[src/rtl/game_state_keeper_pkg.sv]
// Shared Sokoban constants: update selectors and board-state field layout.
// game_controller imports the same package so both sides agree on encodings.
package sokoban_pkg;

    localparam int STATE_W   = 135;

    localparam int WAY_HI    = 133;
    localparam int WAY_LO    = 70;
    localparam int BOX_HI    = 69;
    localparam int BOX_LO    = 6;
    localparam int PLAYER_HI = 5;
    localparam int PLAYER_LO = 0;

    localparam logic [1:0] SEL_LOAD    = 2'd0;
    localparam logic [1:0] SEL_MOVE    = 2'd1;
    localparam logic [1:0] SEL_RETRACT = 2'd3;

endpackage

[src/rtl/game_state_keeper_if.sv]
// Bus between game_controller (master) and game_state_keeper (slave).
interface game_state_keeper_if
    import sokoban_pkg::*;
#(
    parameter int CNT_W = 10
);
    logic               game_state_en;
    logic [1:0]         sel;
    logic [STATE_W-1:0] level_state;
    logic [STATE_W-1:0] move_state;
    logic [STATE_W-1:0] game_state;
    logic               undo_avail;
    logic [CNT_W-1:0]   move_count;

    modport master (
        output game_state_en, sel, level_state, move_state,
        input  game_state, undo_avail, move_count
    );

    modport slave (
        input  game_state_en, sel, level_state, move_state,
        output game_state, undo_avail, move_count
    );
endinterface

[src/rtl/game_state_keeper_state_history.sv]
// Circular LIFO of past board states. A push when full overwrites the
// oldest entry; a pop when empty is ignored. The newest entry is read
// combinationally so a retract completes in a single cycle.
module state_history
    import sokoban_pkg::*;
#(
    parameter int DEPTH   = 8,
    parameter int PTR_W   = $clog2(DEPTH),
    parameter int DEPTH_W = PTR_W + 1
) (
    input  logic               clk,
    input  logic               reset,
    input  logic               push,
    input  logic               pop,
    input  logic               clear,
    input  logic [STATE_W-1:0] din,
    output logic [STATE_W-1:0] dout,
    output logic [DEPTH_W-1:0] depth
);
    logic [STATE_W-1:0] mem [DEPTH];
    logic [PTR_W-1:0]   wr_ptr;
    logic [PTR_W-1:0]   rd_ptr;

    // Newest entry sits just behind the write pointer (modulo DEPTH).
    always_comb begin
        rd_ptr = wr_ptr - PTR_W'(1);
        dout   = mem[rd_ptr];
    end

    // Pointer and occupancy bookkeeping; clear beats push beats pop.
    always_ff @(posedge clk) begin
        if (reset || clear) begin
            wr_ptr <= '0;
            depth  <= '0;
        end else if (push) begin
            wr_ptr <= wr_ptr + PTR_W'(1);
            if (depth != DEPTH_W'(DEPTH))
                depth <= depth + DEPTH_W'(1);
        end else if (pop && depth != '0) begin
            wr_ptr <= rd_ptr;
            depth  <= depth - DEPTH_W'(1);
        end
    end

    // Storage array is data only and needs no reset.
    always_ff @(posedge clk) begin
        if (push && !clear)
            mem[wr_ptr] <= din;
    end
endmodule

[src/rtl/game_state_keeper.sv]
// Live Sokoban board state with bounded undo history and a move counter.
// LOAD installs a level image, MOVE commits the move result, RETRACT pops
// the previous state. All outputs are registered with one-cycle latency.
module game_state_keeper
    import sokoban_pkg::*;
#(
    parameter int DEPTH = 8,
    parameter int CNT_W = 10
) (
    input  logic                clk,
    input  logic                reset,
    game_state_keeper_if.slave  bus
);
    localparam int DEPTH_W = $clog2(DEPTH) + 1;

    logic [STATE_W-1:0] game_state_r;
    logic [STATE_W-1:0] hist_dout;
    logic [DEPTH_W-1:0] depth;
    logic [CNT_W-1:0]   move_count_r;
    logic               undo_avail_r;
    logic               do_load;
    logic               do_move;
    logic               do_retract;

    // Decode the strobe; a retract on an empty history does nothing at all.
    always_comb begin
        do_load    = bus.game_state_en && (bus.sel == SEL_LOAD);
        do_move    = bus.game_state_en && (bus.sel == SEL_MOVE);
        do_retract = bus.game_state_en && (bus.sel == SEL_RETRACT) && (depth != '0);
    end

    state_history #(.DEPTH(DEPTH)) u_history (
        .clk   (clk),
        .reset (reset),
        .push  (do_move),
        .pop   (do_retract),
        .clear (do_load),
        .din   (game_state_r),
        .dout  (hist_dout),
        .depth (depth)
    );

    // Next board state, saturating move counter and undo flag; reset wins.
    always_ff @(posedge clk) begin
        if (reset) begin
            game_state_r <= '0;
            move_count_r <= '0;
            undo_avail_r <= 1'b0;
        end else if (do_load) begin
            game_state_r <= bus.level_state;
            move_count_r <= '0;
            undo_avail_r <= 1'b0;
        end else if (do_move) begin
            game_state_r <= bus.move_state;
            if (move_count_r != '1)
                move_count_r <= move_count_r + CNT_W'(1);
            undo_avail_r <= 1'b1;
        end else if (do_retract) begin
            game_state_r <= hist_dout;
            if (move_count_r != '0)
                move_count_r <= move_count_r - CNT_W'(1);
            undo_avail_r <= (depth != DEPTH_W'(1));
        end
    end

    assign bus.game_state = game_state_r;
    assign bus.move_count = move_count_r;
    assign bus.undo_avail = undo_avail_r;
endmodule

[src/flat_wrapper.sv]
// flat-port wrapper written by rule: the top's interface ports become plain ports
module game_state_keeper_flat import sokoban_pkg::*;
#(
    parameter int DEPTH = 8,
    parameter int CNT_W = 10
)
  (clk, reset, bus_game_state_en, bus_sel, bus_level_state, bus_move_state, bus_game_state, bus_undo_avail, bus_move_count);
  game_state_keeper_if #(.CNT_W(CNT_W)) bus_i ();
  input  logic clk;
  input  logic reset;
  input wire logic [$bits(bus_i.game_state_en)-1:0] bus_game_state_en;
  input wire logic [$bits(bus_i.sel)-1:0] bus_sel;
  input wire logic [$bits(bus_i.level_state)-1:0] bus_level_state;
  input wire logic [$bits(bus_i.move_state)-1:0] bus_move_state;
  output wire logic [$bits(bus_i.game_state)-1:0] bus_game_state;
  output wire logic [$bits(bus_i.undo_avail)-1:0] bus_undo_avail;
  output wire logic [$bits(bus_i.move_count)-1:0] bus_move_count;
  assign bus_i.game_state_en = bus_game_state_en;
  assign bus_i.sel = bus_sel;
  assign bus_i.level_state = bus_level_state;
  assign bus_i.move_state = bus_move_state;
  assign bus_game_state = bus_i.game_state;
  assign bus_undo_avail = bus_i.undo_avail;
  assign bus_move_count = bus_i.move_count;
  game_state_keeper #(.DEPTH(DEPTH), .CNT_W(CNT_W)) u_core (.clk(clk), .reset(reset), .bus(bus_i));
endmodule
[config.mk]
export PLATFORM = sky130hd
export DESIGN_NAME = game_state_keeper_flat
export DESIGN_NICKNAME = d
export VERILOG_FILES = /design/src/rtl/game_state_keeper_pkg.sv /design/src/rtl/game_state_keeper_if.sv /design/src/rtl/game_state_keeper_state_history.sv /design/src/rtl/game_state_keeper.sv /design/src/flat_wrapper.sv
export SDC_FILE = /design/constraint.sdc
export NUM_CORES = 1
export LEC_CHECK = 0
export BUFFER_PORTS_ARGS = -buffer_cell sky130_fd_sc_hd__buf_2
export CAP_MARGIN = 20
export CELL_PAD_IN_SITES_DETAIL_PLACEMENT = 1
export CELL_PAD_IN_SITES_GLOBAL_PLACEMENT = 1
export CORE_ASPECT_RATIO = 0.5
export CORE_MARGIN = 2
export CORE_UTILIZATION = 40
export DETAILED_ROUTE_END_ITERATION = 16
export PLACE_DENSITY = 0.73
export SLEW_MARGIN = 20
export SYNTH_ARGS = -nofsm -noshare
export SYNTH_HDL_FRONTEND = slang
export SYNTH_HIERARCHICAL = 1
export SYNTH_SLANG_ARGS = --single-unit
[constraint.sdc]
create_clock -name clk -period 12.3 [get_ports clk]
set_clock_uncertainty 0.1 [all_clocks]
set_input_delay 1.23 -clock clk [delete_from_list [all_inputs] [get_ports clk]]
set_output_delay 1.23 -clock clk [all_outputs]
set_load 0.02 [all_outputs]
==> results of run 1 <==
## how the worst max path moves through the flow
stage / from / slack, ps / cells past startpoint / to
floorplan: bus_sel[0] / 3240 / 8 / u_core/u_history/mem[3][0]
global route: u_core/u_history/wr_ptr[0] / 6670 / 8 / u_core/bus.game_state[11]
CTS: u_core/u_history/wr_ptr[0] / 6810 / 8 / u_core/bus.game_state[97]
finish: u_core/u_history/wr_ptr[0] / 7010 / 8 / u_core/bus.game_state[11]
global placement: bus_sel[0] / 6700 / 7 / u_core/u_history/mem[0][87]
detailed placement: bus_sel[0] / 6700 / 8 / u_core/bus.game_state[46]
## area by class of cell
class,count,area [sq um]
clock inverter,43,537
multi-input combinational,1081,12900
clock buffer,168,3210
inverter,8,30.0
fill,11526,66000
timing repair buffer,452,2510
sequential,1233,35500
tap,1627,2040
antenna,6,15.0
## tightest hold or removal path, delay by kind of cell, from the launching register on
kind / cells / cell delay [ps]
multiplexers: 1 / 130
flip-flops: 1 / 350
AND/OR/NAND/NOR: 1 / 50
## layout by cell type, fill, tap and decap left out, types with 9 or more instances in the layout
cell and count:
clkbuf_1 40, clkbuf_16 115, clkinv_1 9, nor2_1 20, mux2i_1 142, clkbuf_8 13, mux4_2 270, buf_2 418
mux2_2 135, buf_4 19, nor2b_1 136, bufinv_16 12, ha_1 11, buf_12 9, edfxtp_1 1080, a211oi_1 271
clkinv_2 16, a21oi_1 9, dfxtp_1 152
## through the flow
stage / power (mW) / utilization / instance area (sq um) / instances / worst slack, ps
global route: 9.09 / 0.462 / 56800 / 4616 / 6670
finish: 8.81 / 0.462 / 56800 / 4618 / 7010
CTS: 8.90 / 0.462 / 56700 / 4612 / 6810
global placement: 5.32 / 0.431 / 53000 / 4399 / 6700
detailed placement: 5.35 / 0.432 / 53000 / 4401 / 6700
floorplan: 5.13 / - / 49300 / 2492 / 3240
## state kept, by name, indices dropped and copies added (netlist names)
signal / cells
u_core/u_history/mem: 1080
u_core/bus.game_state: 135
u_core/bus.move_count: 10
u_core/u_history/depth: 4
u_core/u_history/wr_ptr: 3
u_core/bus.undo_avail: 1
## cell families (layout without fill, tap and decap cells)
kind of cell	count (synthesis)	in the layout	share of synthesized area
compound gates	306	306	0.0469
other cells	0	6	0
flops	1233	1233	0.720
buf+inv	178	671	0.0199
fa+ha+maj	14	14	0.00386
simple gates	202	202	0.0242
mux	547	547	0.183
xor+xnor	12	12	0.00228
## metal layers
metal / GRT usage / vias to the layer above / share of wire
met1: 0.241 / 13458 / 0.42
met4: 0.0521 / 10 / 0.024
li1: - / 11147 / -
met5: 0 / - / 0.00054
met2: 0.322 / 542 / 0.51
met3: 0.0332 / 155 / 0.045
## power by group
part           internal, mW  leakage (nW)  switching, mW  total [mW]
Combinational         0.237          5.11          0.295       0.532
Clock                  2.05          1.83           1.51        3.57
Sequential             4.62          11.2         0.0985        4.72
Total                  6.91          18.1           1.90        8.81
==> impl_metrics.json, run 1 <==
{
  "worstPathArrival_ps": 5730,
  "insertion_delay_ps": 710,
  "core-area_sq_um": 123000,
  "cts_setup_buffers": 0,
  "syn-num-nets": 2781,
  "synth_top_area_frac": 0.658,
  "initial_utilization": 0.402,
  "leakage_nw": 18.1,
  "tritoncts.num_buffers": 111,
  "max_stage_delay_ps": 1010,
  "r2r_setup_slack_ps": 7010,
  "synth_cell_types": 56,
  "grt_pass1_vias": 27587,
  "cts_tree": "built",
  "hold_path_startpoint": "u_core/bus.move_count[5]",
  "wl_per_cell_um": 25.5,
  "ctsResizeCount": 0,
  "grt_pass1_wl_um": 177000,
  "cpMostUsedCell": "buf_4",
  "end_kind": "register",
  "hold_path.class": "register to register",
  "clockBufferDepth": 3,
  "synth_edf_count": 1080,
  "synthCells": 2492,
  "synthFlopType": "edfxtp_1",
  "worstPathRequired_ps": 12740,
  "yosysSeqAreaShare": 0.720,
  "worstMarginPinSlew_ps": 1120,
  "cts_root_buf": "clkbuf_16",
  "dr.first_iter.drc_count": 1757,
  "portBuffers": 420,
  "wirelength_um": 118000,
  "yosysMostFrequentCell": "edfxtp_1",
  "drc": 0,
  "setup_tns_ps": 0,
  "max_slew_margin": 0.250,
  "whs_path_depth": 2,
  "holdWs_ps": 472,
  "cp.buffers_inverters": 3,
  "grt_max_degree": 136,
  "powerDensity_nw_per_um2": 155,
  "cts_hold_buf": 0,
  "gp_congestion": 0.725,
  "min_period_ps": 5290,
  "slew_viol_final": 0,
  "run_status": "finished, final reports clean",
  "hold_violations": 0,
  "setup_viol": 0,
  "synthArstFlopShare": 0,
  "vias_per_cell": 5.48,
  "synthTopCellsByCount": "edfxtp_1, a211oi_1, mux4_2",
  "cp_max_fo": 60,
  "grt-ovfl-total": 0,
  "fin_crit_sh": 0.430,
  "yosysWarningCount": 6,
  "grt_use_total": 0.186,
  "avgSynthCellArea_sq_um": 19.8,
  "cts_sinks": 1233,
  "firstDrtPassIters": 5,
  "netlist_area_sq_um": 49300,
  "hpwl_um": 64100,
  "nets": 3176,
  "htree_levels": 3,
  "r2r_end": "u_core/bus.game_state[11]",
  "cap_violations": 0,
  "synth_top_area_cell": "edfxtp_1",
  "crit_chain": "inv_1 > ha_4 > buf_4 > buf_4 > mux4_2 > mux2_2 > mux2i_1 > a211oi_1",
  "ioPinCount": 421,
  "clock.fmax_ghz": 0.189,
  "die_x_um": 501,
  "rsz0062_at_grt": "no",
  "area_growth_pct": 15.1,
  "drive_gt1_frac": 0.349,
  "rr_worst_depth": 8,
  "die_area_sq_um": 126000,
  "detail-route-antenna-nets": 0,
  "rows": 91,
  "ir_worst_vdd_uv": 119,
  "cp_slowest_cell": "ha_4",
  "die_y_um": 252,
  "start_kind": "register",
  "routed-via-count": 25312,
  "ys_ff_latch": 1233,
  "whs_endpoint": "u_core/bus.move_count[5]",
  "cpLargestDelayFamily": "buffers and inverters",
  "path_class": "register to register",
  "rr_startpoint": "u_core/u_history/wr_ptr[0]",
  "synth_area_leaders": "edfxtp_1, mux4_2, dfxtp_1",
  "antenna_found_initial": 10,
  "cts.clk_slew.worst_paths_ps": 60
}
(Power assumes the default switching activity.)
==> run 2: changes to the inputs <==
==> constraint.sdc (replaced) <==
create_clock -name clk -period 4.5 [get_ports clk]
set_clock_uncertainty 0.1 [all_clocks]
set_input_delay 0.45 -clock clk [delete_from_list [all_inputs] [get_ports clk]]
set_output_delay 0.45 -clock clk [all_outputs]
set_load 0.02 [all_outputs]
==> run 2 against run 1 <==
Utilization increased by 0.73 points; critical path depth is 1 lower; worst setup slack worse by 5700 ps; critical endpoint is now u_core/bus.game_state[13].
==> impl_metrics.json, run 2 (same netlist as run 1, synthesis figures left out) <==
{
  "whs_path_depth": 3,
  "setup_tns_ps": 0,
  "cts_root_buf": "clkbuf_16",
  "grt_use_total": 0.188,
  "cap_violations": 0,
  "largest_reg_flops": 1080,
  "max_stage_delay_ps": 630,
  "hold_path_startpoint": "bus_move_state[74]",
  "antenna_cells": 0,
  "register_area_sq_um": 35500,
  "hold_violations": 0,
  "largest-register": "u_core/u_history/mem",
  "antenna_found_initial": 1,
  "clockBufferDepth": 3,
  "routed-via-count": 25752,
  "whs_endpoint": "u_core/bus.game_state[74]",
  "cp_slowest_cell": "dfxtp_4",
  "leakage_nw": 18.5,
  "cts_tree": "built",
  "grt-ovfl-total": 0,
  "area_growth_pct": 16.9,
  "nets": 3255,
  "clock.fmax_ghz": 0.312,
  "worstPathArrival_ps": 3640,
  "hpwl_um": 68000,
  "firstDrtPassIters": 5,
  "rr_startpoint": "u_core/u_history/wr_ptr[0]",
  "insertion_delay_ps": 720,
  "r2r_end": "u_core/bus.game_state[13]",
  "grt_pass1_wl_um": 179000,
  "cts.clk_slew.worst_paths_ps": 60,
  "slew_viol_final": 0,
  "final_area_sq_um": 57700,
  "final_cells": 4688,
  "wirelength_um": 120000,
  "die_y_um": 252,
  "end_kind": "register",
  "drive_gt1_frac": 0.353,
  "hold_path.class": "primary input to register",
  "fin_util": 0.470,
  "initial_utilization": 0.402,
  "cts_sinks": 1233,
  "min_period_ps": 3200,
  "cts_hold_buf": 50,
  "run_status": "finished, final reports clean",
  "wl_per_cell_um": 25.5,
  "start_kind": "register",
  "mostFrequentLayoutCells": "edfxtp_1, buf_2, mux4_2",
  "dr.first_iter.drc_count": 1657,
  "final_common_cell": "edfxtp_1",
  "rsz0062_at_grt": "no",
  "crit_chain": "inv_1 > ha_4 > buf_4 > mux4_2 > mux2_2 > mux2i_1 > a211oi_1",
  "ctsResizeCount": 0,
  "r2r_setup_slack_ps": 1300,
  "path_class": "register to register",
  "powerDensity_nw_per_um2": 414,
  "tritoncts.num_buffers": 111,
  "detail-route-antenna-nets": 0,
  "rows": 91,
  "ioPinCount": 421,
  "worstPathRequired_ps": 4940,
  "fin_crit_sh": 0.711,
  "grt_max_degree": 113,
  "cpLargestDelayFamily": "multiplexers",
  "gp_congestion": 0.726,
  "place_area_sq_um": 53500,
  "cp.buffers_inverters": 2,
  "n_fill_cell": 11491,
  "die_x_um": 501,
  "multi_input_area_sq_um": 13000,
  "die_area_sq_um": 126000,
  "cp_max_fo": 38,
  "drc": 0,
  "max_slew_margin": 0.278,
  "vias_per_cell": 5.49,
  "rr_worst_depth": 7,
  "setup_viol": 0,
  "place_inst": 4430,
  "core-area_sq_um": 123000,
  "portBuffers": 420,
  "grt_pass1_vias": 28153,
  "holdWs_ps": 49.4,
  "htree_levels": 3,
  "cts_setup_buffers": 0,
  "ir_worst_vdd_uv": 265,
  "worstMarginPinSlew_ps": 1080
}
==> run 2: changes by cell type in the layout (fill, tap and decap cells not counted), sizes merged <==
cell	delta
diode	-6
clkinvlp	+1
bufinv	-4
clkbuf	-11
dlygate4sd3	+50
buf	+29
inv	+2
clkinv	+9
==> run 2: worst max path at each step <==
stage / start / to / slack, ps / cells after the start
final: u_core/u_history/wr_ptr[0] / u_core/bus.game_state[13] / 1300 / 7
after global routing: u_core/u_history/wr_ptr[0] / u_core/bus.game_state[13] / 1100 / 7
after global placement: bus_sel[0] / u_core/u_history/mem[4][124] / 1240 / 8
after CTS: u_core/u_history/wr_ptr[0] / u_core/bus.game_state[13] / 1240 / 7
after floorplan: bus_sel[1] / u_core/u_history/mem[2][0] / -770 / 7
after detailed placement: bus_sel[0] / u_core/u_history/mem[4][52] / 1130 / 7
==> run 2: area by class of cell <==
cell class	count	area share
Timing Repair Buffer	531	0.0606
Clock inverter	51	0.00922
Inverter	8	0.000651
Sequential cell	1233	0.616
Clock buffer	157	0.0536
Tap cell	1627	0.0353
Multi-Input combinational cell	1081	0.225
==> run 2: routing by layer <==
layer  global-route usage  share of wire  vias up  wire length, um
met3               0.0307          0.040      175             4770
met1                0.245           0.42    13786            50300
met5                    0              0        -                0
met2                0.326           0.51      519            61200
li1                     -              -    11272                -
met4               0.0566          0.028        0             3380
==> run 2: where the power goes <==
group	switching (mW)	total, mW	internal (mW)	leakage, nW
clock network	4.19	9.46	5.27	1.78
registers	0.265	12.9	12.6	11.2
logic	0.819	1.51	0.691	5.55
==> run 2: tightest hold or removal path: stages <==
cell      delay, ps
buf_2            80
a211oi_1         80
a211oi_1        190
==> run 2: stage by stage <==
stage	total power, mW	worst slack, ps
final	23.9	1300
after global routing	24.6	1100
after CTS	24.1	1240
after detailed placement	14.6	1130
after global placement	14.6	1240
after floorplan	14.0	-774
==> run 3: changes to the inputs <==
==> constraint.sdc (replaced) <==
create_clock -name clk -period 2.8 [get_ports clk]
set_clock_uncertainty 0.1 [all_clocks]
set_input_delay 0.28 -clock clk [delete_from_list [all_inputs] [get_ports clk]]
set_output_delay 0.28 -clock clk [all_outputs]
set_load 0.02 [all_outputs]
==> run 3 against run 2 <==
Count of clock-buffer cells in the layout fell by 7; first-iteration DRC count is 3.4% higher; flip-flop and latch count unchanged; combinational power is 81% higher; die area did not move; critical endpoint is now u_core/bus.game_state[19].
==> impl_metrics.json, run 3 (same netlist as run 1, synthesis figures left out) <==
{
  "run_status": "finished, final reports clean",
  "worstMarginPinSlew_ps": 801,
  "grt-ovfl-total": 0,
  "hold_path.class": "primary input to register",
  "grt-busiest-layer": "met2",
  "max_slew_margin": 0.466,
  "largest-register": "u_core/u_history/mem",
  "ioPinCount": 421,
  "cp_max_fo": 47,
  "start_kind": "register",
  "grt_util_met2": 0.349,
  "cts_root_buf": "clkbuf_16",
  "largest_reg_flops": 1080,
  "final_common_cell": "edfxtp_1",
  "htree_levels": 3,
  "hold_violations": 0,
  "p_int_mw": 29.6,
  "leakage_nw": 19.8,
  "routed-via-count": 26881,
  "final_cells": 4932,
  "setup_viol": 0,
  "path_class": "register to register",
  "firstDrtPassIters": 5,
  "area_growth_pct": 22.2,
  "worstSetupStartpoint": "u_core/u_history/wr_ptr[0]",
  "wirelength_um": 126000,
  "r2r_setup_slack_ps": 130,
  "switching_power_mw": 8.61,
  "whs_path_depth": 4,
  "hpwl_um": 73800,
  "p_sw_frac": 0.225,
  "antenna_cells": 0,
  "worstPathArrival_ps": 3140,
  "rsz0062_at_grt": "no",
  "r2r_end": "u_core/bus.game_state[19]",
  "rows": 91,
  "insertion_delay_ps": 720,
  "whs_endpoint": "u_core/bus.undo_avail",
  "wl_per_cell_um": 25.5,
  "clock.fmax_ghz": 0.374,
  "grtUsageMet3": 0.0330,
  "initial_utilization": 0.402,
  "sequentialPowerShare": 0.541,
  "hold_path_startpoint": "bus_game_state_en",
  "ir_worst_vdd_uv": 579,
  "die_x_um": 501,
  "drc": 0,
  "cap_violations": 0,
  "grt_use_total": 0.200,
  "clockBufferDepth": 3,
  "drive_gt1_frac": 0.339,
  "grt_max_degree": 151,
  "total_power_mw": 38.3,
  "mostFrequentLayoutCells": "edfxtp_1, buf_2, a211oi_1",
  "rr_worst_depth": 8,
  "powerDensity_nw_per_um2": 635,
  "detail-route-antenna-nets": 0,
  "grt_pass1_wl_um": 190000,
  "power_frac_clock": 0.387,
  "p_comb_frac": 0.071,
  "fin_crit_sh": 0.954,
  "core-area_sq_um": 123000,
  "nets": 3500,
  "die_area_sq_um": 126000,
  "cts_tree": "built",
  "grt_pass1_vias": 29800,
  "die_y_um": 252,
  "met1_usage": 0.259,
  "place_inst": 4477,
  "antenna_found_initial": 3,
  "gp_congestion": 0.736,
  "vias_per_cell": 5.45,
  "rr_startpoint": "u_core/u_history/wr_ptr[0]",
  "setup_tns_ps": 0,
  "slew_viol_final": 0,
  "tritoncts.num_buffers": 107,
  "dr.first_iter.drc_count": 1714,
  "ctsResizeCount": 0,
  "worstPathRequired_ps": 3270,
  "cts.clk_slew.worst_paths_ps": 70,
  "cts_sinks": 1233,
  "end_kind": "register",
  "portBuffers": 420,
  "min_period_ps": 2670
}
## run 3: cell types whose count changed in the layout (fill, tap and decap cells not counted), sizes merged
cell / change
clkbuf: -7
clkinv: +2
dlygate4sd3: +202
bufinv: -2
buf: +47
inv: -1
clkinvlp: +3
## run 3: worst max path at each step
stage / to / slack, ps / cells after the start
global placement: u_core/u_history/mem[0][78] / 190 / 8
global route: u_core/bus.game_state[19] / 60 / 8
CTS: u_core/bus.game_state[19] / 110 / 8
detailed placement: u_core/u_history/mem[0][78] / 120 / 8
floorplan: u_core/u_history/mem[2][0] / -2300 / 7
finish: u_core/bus.game_state[19] / 130 / 8
## run 3: final cells by class
type,instances,area (sq um)
inverter,8,37.5
clock buffer,150,2980
tap,1627,2040
clock inverter,53,490
multi-input combinational,1081,13000
timing repair buffer,780,6250
sequential,1233,35500
fill,11438,62500
## run 3: metrics by stage
stage / setup slack, ps / utilization / cell area, sq um / hold slack (ps)
2_1_floorplan: -2300 / - / 49500 / 336
3_3_place_gp: 187 / 0.442 / 54300 / 448
3_5_place_dp: 121 / 0.442 / 54300 / 461
4_1_cts: 107 / 0.491 / 60300 / 0.981
5_1_grt: 55.4 / 0.491 / 60300 / 30.4
6_report: 128 / 0.491 / 60300 / 38.8
## run 3: layer usage
layer | share of wire | routed length [um] | vias up
li1 | - | - | 11779
met1 | 0.42 | 52500 | 14274
met2 | 0.52 | 65100 | 658
met3 | 0.041 | 5180 | 170
met4 | 0.024 | 3040 | 0
met5 | 0 | 0 | -
## run 3: power groups by stage
stage / clock network [mW] / logic [mW] / registers, mW
CTS: 15.1 / 2.73 / 20.7
detailed placement: 0 / 2.46 / 21.1
floorplan: 0 / 1.42 / 21.1
finish: 14.8 / 2.73 / 20.7
global route: 15.8 / 2.92 / 20.8
global placement: 0 / 2.39 / 21.1
## run 3: timing repair
| item | CTS | global route |
|---|---|---|
| hold buffers | 252 | 0 |
| hold endpoints to repair | 139 | 0 |
| setup endpoints to repair | 0 | 0 |
| setup buffers | 0 | 0 |
## run 3: worst max-delay path, stage by stage (launching register included)
cell and delay (ps):
dfxtp_4 430, inv_1 120, ha_4 370, buf_12 310, buf_4 240, mux4_2 320, mux2_2 300, mux2i_1 200
a211oi_1 110
